--- config.mk ---
export PLATFORM = sky130hd
export DESIGN_NAME = slot_alloc_tracker
export DESIGN_NICKNAME = d
export VERILOG_FILES = /design/src/rtl/alloc_pkg.sv /design/src/rtl/psel_gen.sv /design/src/rtl/slot_alloc_tracker.sv
export SDC_FILE = /design/constraint.sdc
export NUM_CORES = 1
export LEC_CHECK = 0
export BUFFER_PORTS_ARGS = -buffer_cell sky130_fd_sc_hd__buf_2
export CAP_MARGIN = 10
export CORE_MARGIN = 2
export CORE_UTILIZATION = 51
export DETAILED_ROUTE_END_ITERATION = 12
export PLACE_DENSITY = 0.8
export SYNTH_ARGS = -nofsm -noshare
export SYNTH_HDL_FRONTEND = slang
export SYNTH_HIERARCHICAL = 1
export SYNTH_SLANG_ARGS = --single-unit
--- constraint.sdc ---
create_clock -name clock -period 5 [get_ports clock]
set_input_delay 0.5 -clock clock [delete_from_list [all_inputs] [get_ports clock]]
set_output_delay 0.5 -clock clock [all_outputs]
set_load 0.1 [all_outputs]
--- src/rtl/alloc_pkg.sv ---
// Shared helpers for slot pool trackers:
// index/count widths, slot index type and popcount.
package alloc_pkg;

    function automatic int idx_width(input int w);
        return (w > 1) ? $clog2(w) : 1;
    endfunction

    function automatic int cnt_width(input int w);
        return $clog2(w + 1);
    endfunction

    localparam int SLOT_IDXW = idx_width(8);
    typedef logic [SLOT_IDXW-1:0] slot_idx_t;

    localparam int POP_MAXW = 64;

    function automatic int unsigned popcount(
        input logic [POP_MAXW-1:0] v
    );
        int unsigned n;
        n = 0;
        for (int i = 0; i < POP_MAXW; i++) begin
            n += {31'd0, v[i]};
        end
        return n;
    endfunction

endpackage

--- src/rtl/psel_gen.sv ---
// Multi-lane priority selector: lane k gets a one-hot
// of the k-th lowest set bit of req (zero if none left).
module psel_gen #(
    parameter int REQS  = 4,
    parameter int WIDTH = 8
) (
    input  logic [WIDTH-1:0]      req,
    output logic [REQS*WIDTH-1:0] gnt_bus
);

    // Peel off the lowest remaining request once per lane.
    always_comb begin
        logic [WIDTH-1:0] rem;
        logic [WIDTH-1:0] pick;
        rem     = req;
        pick    = '0;
        gnt_bus = '0;
        for (int k = 0; k < REQS; k++) begin
            pick = rem & ~(rem - WIDTH'(1));
            gnt_bus[k*WIDTH +: WIDTH] = pick;
            rem = rem & ~pick;
        end
    end

endmodule

--- src/rtl/slot_alloc_tracker.sv ---
// Busy/free tracker for a pool of slots; hands out up to
// REQS lowest free indices per cycle, all-or-nothing.
module slot_alloc_tracker
    import alloc_pkg::*;
#(
    parameter int REQS  = 4,
    parameter int WIDTH = 8,
    parameter int IDXW  = idx_width(WIDTH),
    parameter int CNTW  = cnt_width(WIDTH)
) (
    input  logic                    clock,
    input  logic                    reset_n,
    input  logic [$clog2(REQS+1)-1:0] alloc_num,
    output logic                    alloc_ok,
    output logic [REQS-1:0]         alloc_vld,
    output logic [REQS*IDXW-1:0]    alloc_idx,
    input  logic [WIDTH-1:0]        release_mask,
    output logic [WIDTH-1:0]        busy,
    output logic [CNTW-1:0]         free_cnt,
    output logic                    full,
    output logic                    empty,
    output logic                    release_err
);

    logic [WIDTH-1:0]      busy_q, busy_d;
    logic [CNTW-1:0]       free_cnt_q, free_cnt_d;
    logic                  release_err_q, release_err_d;
    logic [REQS*WIDTH-1:0] gnt_bus;
    logic [WIDTH-1:0]      granted;
    logic [WIDTH-1:0]      eff_rel;

    psel_gen #(
        .REQS  (REQS),
        .WIDTH (WIDTH)
    ) u_psel (
        .req     (~busy_q),
        .gnt_bus (gnt_bus)
    );

    // Grant decision, lane valids, one-hot to index per lane.
    always_comb begin
        logic [WIDTH-1:0] lane;
        logic [IDXW-1:0]  idx;
        lane      = '0;
        idx       = '0;
        alloc_vld = '0;
        alloc_idx = '0;
        granted   = '0;
        alloc_ok  = reset_n && (alloc_num != '0)
                 && (int'(alloc_num) <= int'(free_cnt_q));
        for (int k = 0; k < REQS; k++) begin
            lane = gnt_bus[k*WIDTH +: WIDTH];
            idx  = '0;
            for (int b = 0; b < WIDTH; b++) begin
                if (lane[b]) idx = idx | IDXW'(b);
            end
            alloc_idx[k*IDXW +: IDXW] = idx;
            if (alloc_ok && (k < int'(alloc_num))) begin
                alloc_vld[k] = 1'b1;
                granted      = granted | lane;
            end
        end
    end

    // Next-state: releases only hit busy slots; stray ones flag an error.
    always_comb begin
        eff_rel       = release_mask & busy_q;
        busy_d        = (busy_q & ~eff_rel) | granted;
        free_cnt_d    = free_cnt_q
                      - CNTW'(popcount(POP_MAXW'(granted)))
                      + CNTW'(popcount(POP_MAXW'(eff_rel)));
        release_err_d = release_err_q
                      | (|(release_mask & ~busy_q));
    end

    // State registers.
    always_ff @(posedge clock or negedge reset_n) begin
        if (!reset_n) begin
            busy_q        <= '0;
            free_cnt_q    <= CNTW'(WIDTH);
            release_err_q <= 1'b0;
        end else begin
            busy_q        <= busy_d;
            free_cnt_q    <= free_cnt_d;
            release_err_q <= release_err_d;
        end
    end

    assign busy        = busy_q;
    assign free_cnt    = free_cnt_q;
    assign release_err = release_err_q;
    assign full        = (free_cnt_q == '0);
    assign empty       = (free_cnt_q == CNTW'(WIDTH));

endmodule

* Word level (Yosys, flattened, before mapping)
Cells that the tools add are included.
** Cells by class
- Add/sub/neg operators :: 20
- Multiply operators :: 0
- Div/mod/pow operators :: 0
- $lt $le $gt $ge :: 5
- Eq/ne operators :: 1
- Shifts and indexed selects :: 0
- Mux-type cells :: 36
- Bitwise gates (word level) :: 24
- Reductions and logical operators :: 9
** Operators by type and width (count)
- $and A8 B8 Y8 :: 10
- $not A8 Y8 :: 9
- $mux W3 :: 16
- $add A4 B1 Y4 :: 8
- $mux W8 :: 4
- $or A8 B8 Y8 :: 4
- $sub A8 B1 Y8 const B :: 4
- $mux W2 :: 8
- $add A3 B1 Y4 :: 2
- $mux W1 :: 8
- $reduce_or A8 Y1 :: 1
- $add A2 B1 Y3 :: 2
- $logic_and A1 B1 Y1 :: 6
- $lt A1 B3 Y1 const A :: 2
- $lt A2 B3 Y1 const A :: 2
- $add A1 B1 Y2 :: 2
- $add A4 B4 Y4 :: 1
- $eq A4 B4 Y1 const B :: 1
- $le A3 B4 Y1 :: 1
- $logic_not A4 Y1 :: 1
- $sub A4 B4 Y4 :: 1
- $reduce_bool A3 Y1 :: 1
- $or A1 B1 Y1 :: 1
** Word-level totals
- Flip-flop bits (word level) :: 13
- Bits in latches :: 0
- RAM bits :: 0
- ROM bits :: 0
- Bits of input ports :: 13
- Output and inout port bits :: 32
- Logic and storage cells :: 98
- Memories kept :: 0

* Depth between registers and ports, before layout
Gate-level depths: netlist (run 1).
- Word-level depth :: 30
- Mapped depth :: 24
- Mapped depth without buffers :: 22

* Modules after synthesis
The synthesis (run 1) kept the hierarchy.
** By module, submodules not included
- slot_alloc_tracker :: times used 1, cells each 156, area an instance 1473.9 sq um, seq. area each 326.6 sq um
- psel_gen :: times used 1, cells each 106, area an instance 661.9 sq um, seq. area each 0.0 sq um

* Worst setup path before layout (run 1)
Ideal clock, no wire load.
- Kind :: register to register
- Start :: register busy_q[3] (netlist: busy[3])
- End :: register free_cnt_q[3] (netlist: free_cnt[3])
- Setup time :: 75 ps
- Arrival :: 6044 ps
- Data required time :: 4925 ps
- Path slack :: -1120 ps
- Cell stages (with the launch flop) :: 24
- Buffers on the path :: 1
- Period minus slack after synthesis :: 6120 ps
- Cell sequence :: dfrtp_1 > inv_1 > clkbuf_1 > and3_1 > a21o_1 > o21ai_0 > and3_1 > nor4b_1 > a21oi_1 > nor2_1 > nor2_1 > o22a_2 > fa_1 > fa_1 > fa_1 > inv_1 > fa_1 > inv_1 > fa_1 > ha_1 > inv_1 > fa_1 > xor2_1 > xnor2_1
** Between the ends
- Elaborated cells on any way between the ends :: 39
- Classes of those cells :: add/sub (16); mux (4); bitwise (19)
** RTL lines
- start, declared :: RTL line slot_alloc_tracker.sv:25 : logic [WIDTH-1:0] busy_q, busy_d;
- start signal, assigned :: RTL line slot_alloc_tracker.sv:83 : busy_q <= busy_d;
- $not A8 Y8 * :: RTL line slot_alloc_tracker.sv:36 : .req (~busy_q),
- $sub A8 B1 Y8 :: RTL line psel_gen.sv:19 : pick = rem & ~(rem - WIDTH'(1));
- $not A8 Y8 :: RTL line psel_gen.sv:19
- $and A8 B8 Y8 :: RTL line psel_gen.sv:19
- $not A8 Y8 :: RTL line psel_gen.sv:21 : rem = rem & ~pick;
- $and A8 B8 Y8 * :: RTL line psel_gen.sv:21
- $sub A8 B1 Y8 :: RTL line psel_gen.sv:19
- $not A8 Y8 :: RTL line psel_gen.sv:19
- (+10 left out)
- $and A8 B8 Y8 * :: RTL line psel_gen.sv:19
- named net gnt_bus[30] :: RTL line slot_alloc_tracker.sv:28 : logic [REQS*WIDTH-1:0] gnt_bus;
- $or A8 B8 Y8 * :: RTL line slot_alloc_tracker.sv:60 : granted = granted | lane;
- $mux W8 * :: RTL line slot_alloc_tracker.sv:58 : if (alloc_ok && (k < int'(alloc_num))) begin
- $add A4 B1 Y4 * (2 in series) :: RTL line alloc_pkg.sv:24 : n += {31'd0, v[i]};
- $sub A4 B4 Y4 * :: RTL line slot_alloc_tracker.sv:70 : - CNTW'(popcount(POP_MAXW'(granted)))
- $add A4 B4 Y4 * :: RTL line slot_alloc_tracker.sv:71 : + CNTW'(popcount(POP_MAXW'(eff_rel)));
- named net free_cnt_d[3] :: RTL line slot_alloc_tracker.sv:26 : logic [CNTW-1:0] free_cnt_q, free_cnt_d;
- end signal, assigned :: RTL line slot_alloc_tracker.sv:80 : free_cnt_q <= CNTW'(WIDTH);
- end signal, assigned :: RTL line slot_alloc_tracker.sv:84 : free_cnt_q <= free_cnt_d;
- end, declared :: RTL line slot_alloc_tracker.sv:26
Mark *: on every way through the listed nets, which the timed path passes. The rest lies on a longest branch.

* Final worst setup path (run 1)
- Start :: register busy_q[5] (netlist: busy[5])
- End :: register free_cnt_q[3] (netlist: free_cnt[3])
** Between the ends
- Elaborated cells on any way between the ends :: 35
- Classes of those cells :: add/sub (12); mux (4); bitwise (19)
** RTL lines (RTL line)
- $not A8 Y8 * :: slot_alloc_tracker.sv:36
- $sub A8 B1 Y8 :: psel_gen.sv:19
- $not A8 Y8 :: psel_gen.sv:19
- $and A8 B8 Y8 :: psel_gen.sv:19
- $not A8 Y8 :: psel_gen.sv:21
- $and A8 B8 Y8 * :: psel_gen.sv:21
- $sub A8 B1 Y8 :: psel_gen.sv:19
- $not A8 Y8 :: psel_gen.sv:19
- (+6 left out)
- named net gnt_bus[22] :: slot_alloc_tracker.sv:28
- (+4 left out)
- $and A8 B8 Y8 :: psel_gen.sv:19
- $or A8 B8 Y8 :: slot_alloc_tracker.sv:60
- $mux W8 * :: slot_alloc_tracker.sv:58
- $add A4 B1 Y4 :: alloc_pkg.sv:24
- $add A4 B1 Y4 * :: alloc_pkg.sv:24
- $sub A4 B4 Y4 * :: slot_alloc_tracker.sv:70
- $add A4 B4 Y4 * :: slot_alloc_tracker.sv:71
- named net free_cnt_d[3] :: slot_alloc_tracker.sv:26
Marked as above.

==> out/metrics.yaml, run 1 <==
final_layout:
  final_cells: 399
  final_area_sq_um: 2860
  drive_gt1_share_pct: 42.7
  antenna_cells: 0
  fin_nets: 382
  area_growth_pct: 33.8
  fin_util_pct: 70.9
grt:
  grt_pass1_wl_mm: 10.7
  grt_max_degree: 16
  grt_overflow: 0
  grt_usage_pct: 30.5
  antenna_found_initial: 0
  grt_pass1_vias: 2259
  use_met2_pct: 50.2
  busiest_layer: "met2"
  use_met1_pct: 38.8
  grtUsageMet3_pct: 4.38
placed_design:
  postPlaceCellArea_sq_um: 2700
  place_congestion: 0.998
  dp_hpwl_mm: 4.94
  portBuffers: 44
  placed_cells: 388
  place_ws_ns: -0.298
synthesis:
  synth_cells: 262
  synth_area_leaders: "dfrtp_1, fa_1, inv_1"
  post_synth_num_cell_types: 61
  async_flop_share_pct: 100
  ys_warn_count: 6
  ys_ff_latch: 13
  synthTopCellsByCount: "inv_1, nor2_1, nand2_1"
  yosysMostFrequentCell: "inv_1"
  synth_ff_type: "dfrtp_1"
  synth_top_area_share_pct: 14.1
  syn-cell-area_sq_um: 2140
  avgSynthCellArea_sq_um: 8.15
  synth_enable_flop_cells: 0
  yosysTopAreaCell: "dfrtp_1"
  seq_area_frac_synth_pct: 15.3
setup_path:
  crit_required_ns: 5.17
  critPathMaxFanout: 6
  critPathKind: "flop to flop"
  start_kind: "flop"
  worst_setup_path_end_kind: "flop"
  arrival_ns: 5.50
timing:
  post-route-min-period_ns: 5.33
  fin_ws_ns: -0.325
  fin_skew_ns: 0.00298
  hold_violations: 0
  fin_crit_sh_pct: 107
  rsz0062_at_grt: "true"
  tightestPinTransition_ns: 0.487
  fmax_mhz: 188
  setup_violations: 2
  max_slew_margin_pct: 67.1
  slew_violations: 0
routing:
  drc_errors: 0
  wirelength_mm: 6.90
  dr.pass1.iters: 5
  wire_per_inst_microns: 17.3
  drtIter0Drc: 303
  ant_nets: 0
  dr_total_vias: 2339
  avgViaCountPerCell: 5.86
status:
  violations: "negative setup slack"
  status: "finished with violations"
worst_hold_path:
  min_path_type: "input pin to asynchronous set/reset pin"
floorplan:
  core-area_sq_um: 4030
  die_w_microns: 68.7
  die-area_sq_um: 4720
  die_y_microns: 68.7
  num_rows: 23
  ios: 45
  initial_core_util_pct: 53.0
cts:
  cts_buffer_depth: 2
  clk_pin_slew_ns: 0.06
  cts_tree: "done"
  cts_sinks: 13
  cts_hold_buf: 0
  numCtsBuffers: 3
  h-tree-depth: 1
  cts_root_buf: "clkbuf_8"
  clk_latency_ns: 0.24
run:
  drv_cap: 0
-- area by class of cell --
type                            instances  area (sq um)
Fill cell                             311          1170
Clock buffer                            4          45.0
Inverter                               34           133
Tap cell                               50          62.6
Sequential cell                        13           344
Timing Repair Buffer                  100           657
Multi-Input combinational cell        198          1620
-- state kept, by name (all words and copies together) (netlist names) --
| signal | count |
|---|---|
| busy | 8 |
| free_cnt | 4 |
| release_err | 1 |
-- worst max-delay path, stage by stage (launching register included) --
cell and delay (ns):
dfrtp_4 0.42, inv_4 0.05, o41a_1 0.40, or3_4 0.36, o31ai_2 0.07, buf_4 0.17, nor3b_2 0.20, inv_1 0.10
o22a_2 0.26, fa_1 0.47, fa_1 0.49, fa_1 0.52, inv_2 0.04, fa_1 0.52, inv_2 0.06, fa_2 0.38
ha_4 0.17, inv_2 0.05, fa_2 0.21, xor2_2 0.16, xnor2_1 0.13
-- cells in the final DEF, fill, tap and decap left out, types with 3 or more instances in the layout --
cell type and n:
a21boi_0 3, nand3_1 3, nand2_1 18, nor2_1 27
clkbuf_8 3, a21oi_1 11, buf_4 54, dfrtp_1 6
o22ai_1 4, nand2b_1 9, buf_2 44, and3_1 6
conb_1 6, o22a_2 5, inv_1 27, and2_1 11
dfrtp_4 4, o221ai_2 7, ha_1 5, nand4_1 3
or4_1 9, o21ai_0 4, fa_1 11, inv_2 5
-- routing by layer --
| metal | share of wire [%] | wire, microns |
|---|---|---|
| met4 | 5.2 | 356 |
| met3 | 7.2 | 495 |
| met5 | 0 | 0 |
| met2 | 50 | 3450 |
| met1 | 38 | 2600 |
-- metrics by stage --
stage	setup TNS (ns)	hold slack, ns
after floorplan	-1.04	0.204
after global placement	-0.352	0.356
after detailed placement	-0.576	0.357
after CTS	-0.478	0.100
after global routing	-1.11	0.0985
final	-0.616	0.104
-- kinds of logic after synthesis --
kind of cell | after synthesis | synth area share [%]
AO/OA/AOI/OAI | 59 | 25.1
buffers and inverters | 56 | 12.9
AND/OR/NAND/NOR | 106 | 27.4
adder cells (fa/ha/maj) | 20 | 16.2
flip-flops | 13 | 15.3
other | 1 | 0.176
multiplexers | 1 | 0.469
XOR/XNOR | 6 | 2.46
-- repair_timing --
| item | 4_1_cts | 5_1_grt |
|---|---|---|
| resized for setup | 3 | 11 |
| setup endpoints to repair | 2 | 4 |
| pin swaps | 6 | 3 |
| buffers inserted | 5 | 2 |
-- path summary, 6_finish.rpt --
kind                                       start                     to  slack (ns)  cells past startpoint
setup / recovery               busy[5]$_DFF_PN0_  free_cnt[3]$_DFF_PN1_       -0.33                     20
hold / removal                           reset_n      busy[2]$_DFF_PN0_        0.10                      1
setup reg to reg               busy[5]$_DFF_PN0_  free_cnt[3]$_DFF_PN1_       -0.33                     20
hold reg to reg            release_err$_DFF_PN0_  release_err$_DFF_PN0_        0.50                      2
max in group asynchronous                reset_n  free_cnt[3]$_DFF_PN1_        4.42                      2
min in group clock         release_err$_DFF_PN0_  release_err$_DFF_PN0_        0.50                      2
Power of run 1 is left out: the tool's default activity adds up to more than one toggle a clock period on the data nets, which glitch-free logic cannot reach.
==> inputs of run 2 (changes only) <==
--- a/config.mk
+++ b/config.mk
@@ -8,9 +8,9 @@
 export BUFFER_PORTS_ARGS = -buffer_cell sky130_fd_sc_hd__buf_2
 export CAP_MARGIN = 10
 export CORE_MARGIN = 2
-export CORE_UTILIZATION = 51
+export CORE_UTILIZATION = 42
 export DETAILED_ROUTE_END_ITERATION = 12
-export PLACE_DENSITY = 0.8
+export PLACE_DENSITY = 0.68
 export SYNTH_ARGS = -nofsm -noshare
 export SYNTH_HDL_FRONTEND = slang
 export SYNTH_HIERARCHICAL = 1
==> constraint.sdc (replaced) <==
create_clock -name clock -period 5 [get_ports clock]
set_input_delay 0.5 -clock clock [delete_from_list [all_inputs] [get_ports clock]]
set_output_delay 0.5 -clock clock [all_outputs]
set_load 0.02 [all_outputs]
==> run 2 against run 1 <==
  * The flow still finishes with violations (negative setup slack)
  * Non-clock buffer count is 1 higher
  * Worst setup slack better by 0.12 ns
  * Die area up 20%
  * Utilization fell by 11 points
  * Maximum frequency rose by 2.3%
  * Hold slack improved by 0.12 ns
  * Via count is 5.0% lower
  * Global-route usage shrank 5.5 points
  * Highest routed layer unchanged
==> out/metrics.yaml, run 2 (synthesized netlist as in run 1, its figures left out) <==
status:
  status: "finished with violations"
  violations: "negative setup slack"
setup_path:
  cp-startpoint: "busy[4]$_DFF_PN0_"
  critPathMaxFanout: 3
  crit_required_ns: 5.17
  worst_setup_path_end_kind: "flop"
  start_kind: "flop"
  arrival_ns: 5.38
  critPathKind: "flop to flop"
  reg2reg_slack_ns: -0.20
  rr_startpoint: "busy[4]$_DFF_PN0_"
timing:
  fin_ws_ns: -0.204
  hold_violations: 0
  max_slew_margin_pct: 65.6
  fin_crit_sh_pct: 104
  slew_violations: 0
  post-route-min-period_ns: 5.20
  fin_skew_ns: 0.00200
  fmax_mhz: 192
  setup_violations: 2
  tightestPinTransition_ns: 0.508
  rsz0062_at_grt: "true"
cts:
  numCtsBuffers: 3
  cts_sinks: 13
  clk_latency_ns: 0.25
  h-tree-depth: 1
  cts_hold_buf: 0
  cts_tree: "done"
  clk_pin_slew_ns: 0.06
  cts_root_buf: "clkbuf_8"
  cts_buffer_depth: 2
grt:
  grt_pass1_wl_mm: 10.6
  grt_usage_pct: 24.9
  grt_overflow: 0
  grt_pass1_vias: 2185
  grt_max_degree: 22
  antenna_found_initial: 0
final_layout:
  layout_commonest_cell: "buf_4"
  layout_common_cells: "buf_4, buf_2, nor2_1"
  drive_gt1_share_pct: 42.9
  area_growth_pct: 35.7
  fin_nets: 383
  antenna_cells: 0
  fill_cells: 445
  final_area_sq_um: 2900
  largest_reg_flops: 8
routing:
  dr_total_vias: 2223
  wirelength_mm: 6.35
  ant_nets: 0
  dr.pass1.iters: 4
  drtIter0Drc: 140
  drc_errors: 0
  wire_per_inst_microns: 15.2
  avgViaCountPerCell: 5.33
placed_design:
  dp_hpwl_mm: 5.16
  place_ws_ns: -0.202
  portBuffers: 44
  postPlaceCellArea_sq_um: 2670
  place_congestion: 0.966
floorplan:
  initial_core_util_pct: 44.3
  die_w_microns: 75.3
  die_y_microns: 75.3
  ios: 45
  core-area_sq_um: 4820
  num_rows: 25
  die-area_sq_um: 5670
run:
  drv_cap: 0
worst_hold_path:
  min_path_type: "input pin to asynchronous set/reset pin"
## run 2: cell count changes in the layout (fill, tap and decap cells not counted), moves of 2 or more
cell | before | now
inv_2 | 5 | 8
dfrtp_1 | 6 | 8
dfrtp_4 | 4 | 0
inv_4 | 2 | 0
buf_4 | 54 | 52
dfrtp_2 | 2 | 4
buf_6 | 1 | 4
## run 2: worst paths after layout
check                      cells after the start               endpoint
setup / recovery                              21  free_cnt[3]$_DFF_PN1_
hold / removal                                 2  free_cnt[1]$_DFF_PN0_
setup reg to reg                              21  free_cnt[3]$_DFF_PN1_
hold reg to reg                                2  release_err$_DFF_PN0_
max in group asynchronous                      2  free_cnt[3]$_DFF_PN1_
min in group clock                             2  release_err$_DFF_PN0_
## run 2: per-stage QoR
stage               util [%]  hold slack, ns  setup TNS, ns  std cells
CTS                     58.3           0.225         -0.322        411
global placement        55.5           0.471         -0.197        400
global route            60.2           0.246         -0.744        417
floorplan                  -           0.204         -0.522        267
detailed placement      55.5           0.487         -0.352        400
finish                  60.2           0.229         -0.369        417
## run 2: cell type report
class	instances	area, sq um	share of cell area (%)
Multi-Input combinational cell	198	1640	56.4
Tap cell	67	83.8	2.89
Sequential cell	13	332	11.4
Clock buffer	4	45.0	1.55
Inverter	34	128	4.40
Timing Repair Buffer	101	676	23.3
## run 2: metal layers
| metal | global-route usage (%) | vias to the layer above | share of wire (%) |
|---|---|---|---|
| li1 | - | 1076 | - |
| met1 | 34.8 | 1049 | 42 |
| met2 | 41.0 | 85 | 48 |
| met3 | 3.57 | 13 | 8.6 |
| met4 | 6.04 | 0 | 1.7 |
| met5 | 0 | - | 0 |
## run 2: timing repair
action,4_1_cts,5_1_grt
pin swaps,16,6
resized for setup,5,13
endpoints found under the setup margin,2,2
buffers inserted,7,6
## run 2: critical path: stages, from the launching register on
cell and delay [ns]:
dfrtp_2 0.36, inv_2 0.05, o41a_1 0.42, or3_4 0.35, o32ai_4 0.15, and2b_1 0.19, a21oi_1 0.05, nor2_1 0.15
nor2_2 0.06, o22a_2 0.22, fa_1 0.52, fa_1 0.42, fa_1 0.50, inv_2 0.04, fa_1 0.54, inv_2 0.04
fa_2 0.35, ha_4 0.17, inv_2 0.05, fa_2 0.21, xor2_2 0.15, xnor2_1 0.13
Power of run 2 is left out for the same reason.
==> inputs of run 3 (changes only) <==
--- a/config.mk
+++ b/config.mk
@@ -10,7 +10,7 @@
 export CORE_MARGIN = 2
 export CORE_UTILIZATION = 42
 export DETAILED_ROUTE_END_ITERATION = 12
-export PLACE_DENSITY = 0.68
+export PLACE_DENSITY = 0.73
 export SYNTH_ARGS = -nofsm -noshare
 export SYNTH_HDL_FRONTEND = slang
 export SYNTH_HIERARCHICAL = 1
==> run 3 against run 2 <==
  * The run still ends with negative setup slack left
  * Routed wire length shrank 2.1%
  * Cell count shrank 0.72%
  * First-iteration DRC count grew 4.3%
  * Hold slack lost 0.16 ns
  * Design area shrank 1.2%
  * Maximum frequency grew 2.2%
  * Die area is the same
  * Utilization shrank 0.70 points
  * Global-route usage shrank 1.7 points
  * Non-clock buffer count shrank 3
  * Sequential share of layout area grew 0.13 points
  * Clock skew grew 0.0023 ns
  * Critical endpoint unchanged
==> out/metrics.yaml, run 3 (synthesized netlist as in run 1, its figures left out) <==
final_layout:
  fin_util_pct: 59.5
  largest_reg_flops: 8
  antenna_cells: 0
  fill_cells: 444
  area_growth_pct: 34.2
  layout_commonest_cell: "buf_4"
  fin_nets: 380
  layout_common_cells: "buf_4, buf_2, inv_1, nor2_1, nand2_1"
  drive_gt1_share_pct: 41.8
timing:
  slew_violations: 0
  fmax_mhz: 196
  hold_violations: 0
  fin_skew_ns: 0.00434
  post-route-min-period_ns: 5.09
  rsz0062_at_grt: "true"
  setup_violations: 2
  max_slew_margin_pct: 61.5
  fin_ws_ns: -0.0916
  fin_crit_sh_pct: 102
  tightestPinTransition_ns: 0.569
placed_design:
  place_congestion: 0.925
  dp_hpwl_mm: 5.15
  portBuffers: 44
setup_path:
  start_kind: "flop"
  critPathMaxFanout: 5
  arrival_ns: 5.27
  r2r.worst_path.cells: 20
  path_cells: "inv_2 > o41a_1 > or3_4 > buf_4 > o31ai_4 > nor3b_1 > inv_1 > o22a_2 > fa_1 > fa_2 > fa_1 > inv_1 > fa_1 > inv_2 > fa_2 > ha_4 > inv_2 > fa_2 > xor2_2 > xnor2_1"
  cp.depth: 20
  max_stage_delay_ns: 0.51
  reg2reg_slack_ns: -0.09
  critPathBufInv: 6
  crit_required_ns: 5.18
  endpoint: "free_cnt[3]$_DFF_PN1_"
  crit_family: "adder cells"
  critPathKind: "flop to flop"
  reg2reg_to: "free_cnt[3]$_DFF_PN1_"
  crit_slowest_cell: "fa_1"
  worst_setup_path_end_kind: "flop"
  rr_startpoint: "busy[5]$_DFF_PN0_"
  cp-startpoint: "busy[5]$_DFF_PN0_"
grt:
  antenna_found_initial: 0
  grt_overflow: 0
  grt_pass1_wl_mm: 10.0
  grt_max_degree: 22
  grt_pass1_vias: 2067
  grt_usage_pct: 23.2
routing:
  dr_total_vias: 2188
  wire_per_inst_microns: 15.0
  drc_errors: 0
  drtIter0Drc: 146
  wirelength_mm: 6.22
  ant_nets: 0
  dr.pass1.iters: 5
  avgViaCountPerCell: 5.29
cts:
  numCtsBuffers: 3
  h-tree-depth: 1
  clk_pin_slew_ns: 0.06
  clk_latency_ns: 0.25
  cts_tree: "done"
  cts_buffer_depth: 2
  cts_root_buf: "clkbuf_8"
  cts_sinks: 13
floorplan:
  die-area_sq_um: 5670
  num_rows: 25
  die_w_microns: 75.3
  core-area_sq_um: 4820
  initial_core_util_pct: 44.3
  die_y_microns: 75.3
  ios: 45
status:
  status: "finished with violations"
  violations: "negative setup slack"
worst_hold_path:
  min_path_type: "input pin to asynchronous set/reset pin"
run:
  drv_cap: 0
[run 3: layer usage]
layer	part of all wire [%]	vias to the layer above	GRT usage (%)	routed length (microns)
met5	0	-	0	0
met4	1.2	0	7.21	77
met3	6.3	7	2.65	390
met2	50	75	38.8	3100
met1	43	1034	31.6	2650
li1	-	1072	-	-
[run 3: timing repair]
action	CTS	global route
gates resized for setup	6	9
buffers inserted	3	2
hold buffers	0	0
setup endpoints to repair	2	2
pin swaps	11	4
[run 3: worst min-delay path by stage]
stage	startpoint	end	cells after the start
after global placement	reset_n	free_cnt[2]$_DFF_PN0_	1
after detailed placement	reset_n	free_cnt[2]$_DFF_PN0_	1
after global routing	reset_n	free_cnt[2]$_DFF_PN0_	1
final	reset_n	free_cnt[2]$_DFF_PN0_	1
after floorplan	reset_n	busy[0]$_DFF_PN0_	0
after CTS	reset_n	free_cnt[2]$_DFF_PN0_	1
[run 3: cell type report]
class                      instances  area, sq um  area share, %
clock buffer                       4         45.0           1.57
multi-input combinational        198         1630           56.9
inverter                          34          128           4.45
sequential                        13          332           11.6
timing repair buffer              98          646           22.5
tap                               67         83.8           2.93
[run 3: stage by stage]
step                      hold slack, ns  setup TNS, ns  setup slack, ns  area (sq um)  cells
after floorplan                    0.204         -0.522           -0.266          2180    267
after global placement             0.331         -0.250           -0.133          2710    405
after detailed placement           0.337         -0.444           -0.232          2710    405
after CTS                         0.0679         -0.261           -0.147          2800    412
after global routing              0.0739         -0.579           -0.312          2870    414
final                             0.0656         -0.168          -0.0916          2870    414
Power of run 3 is left out for the same reason.
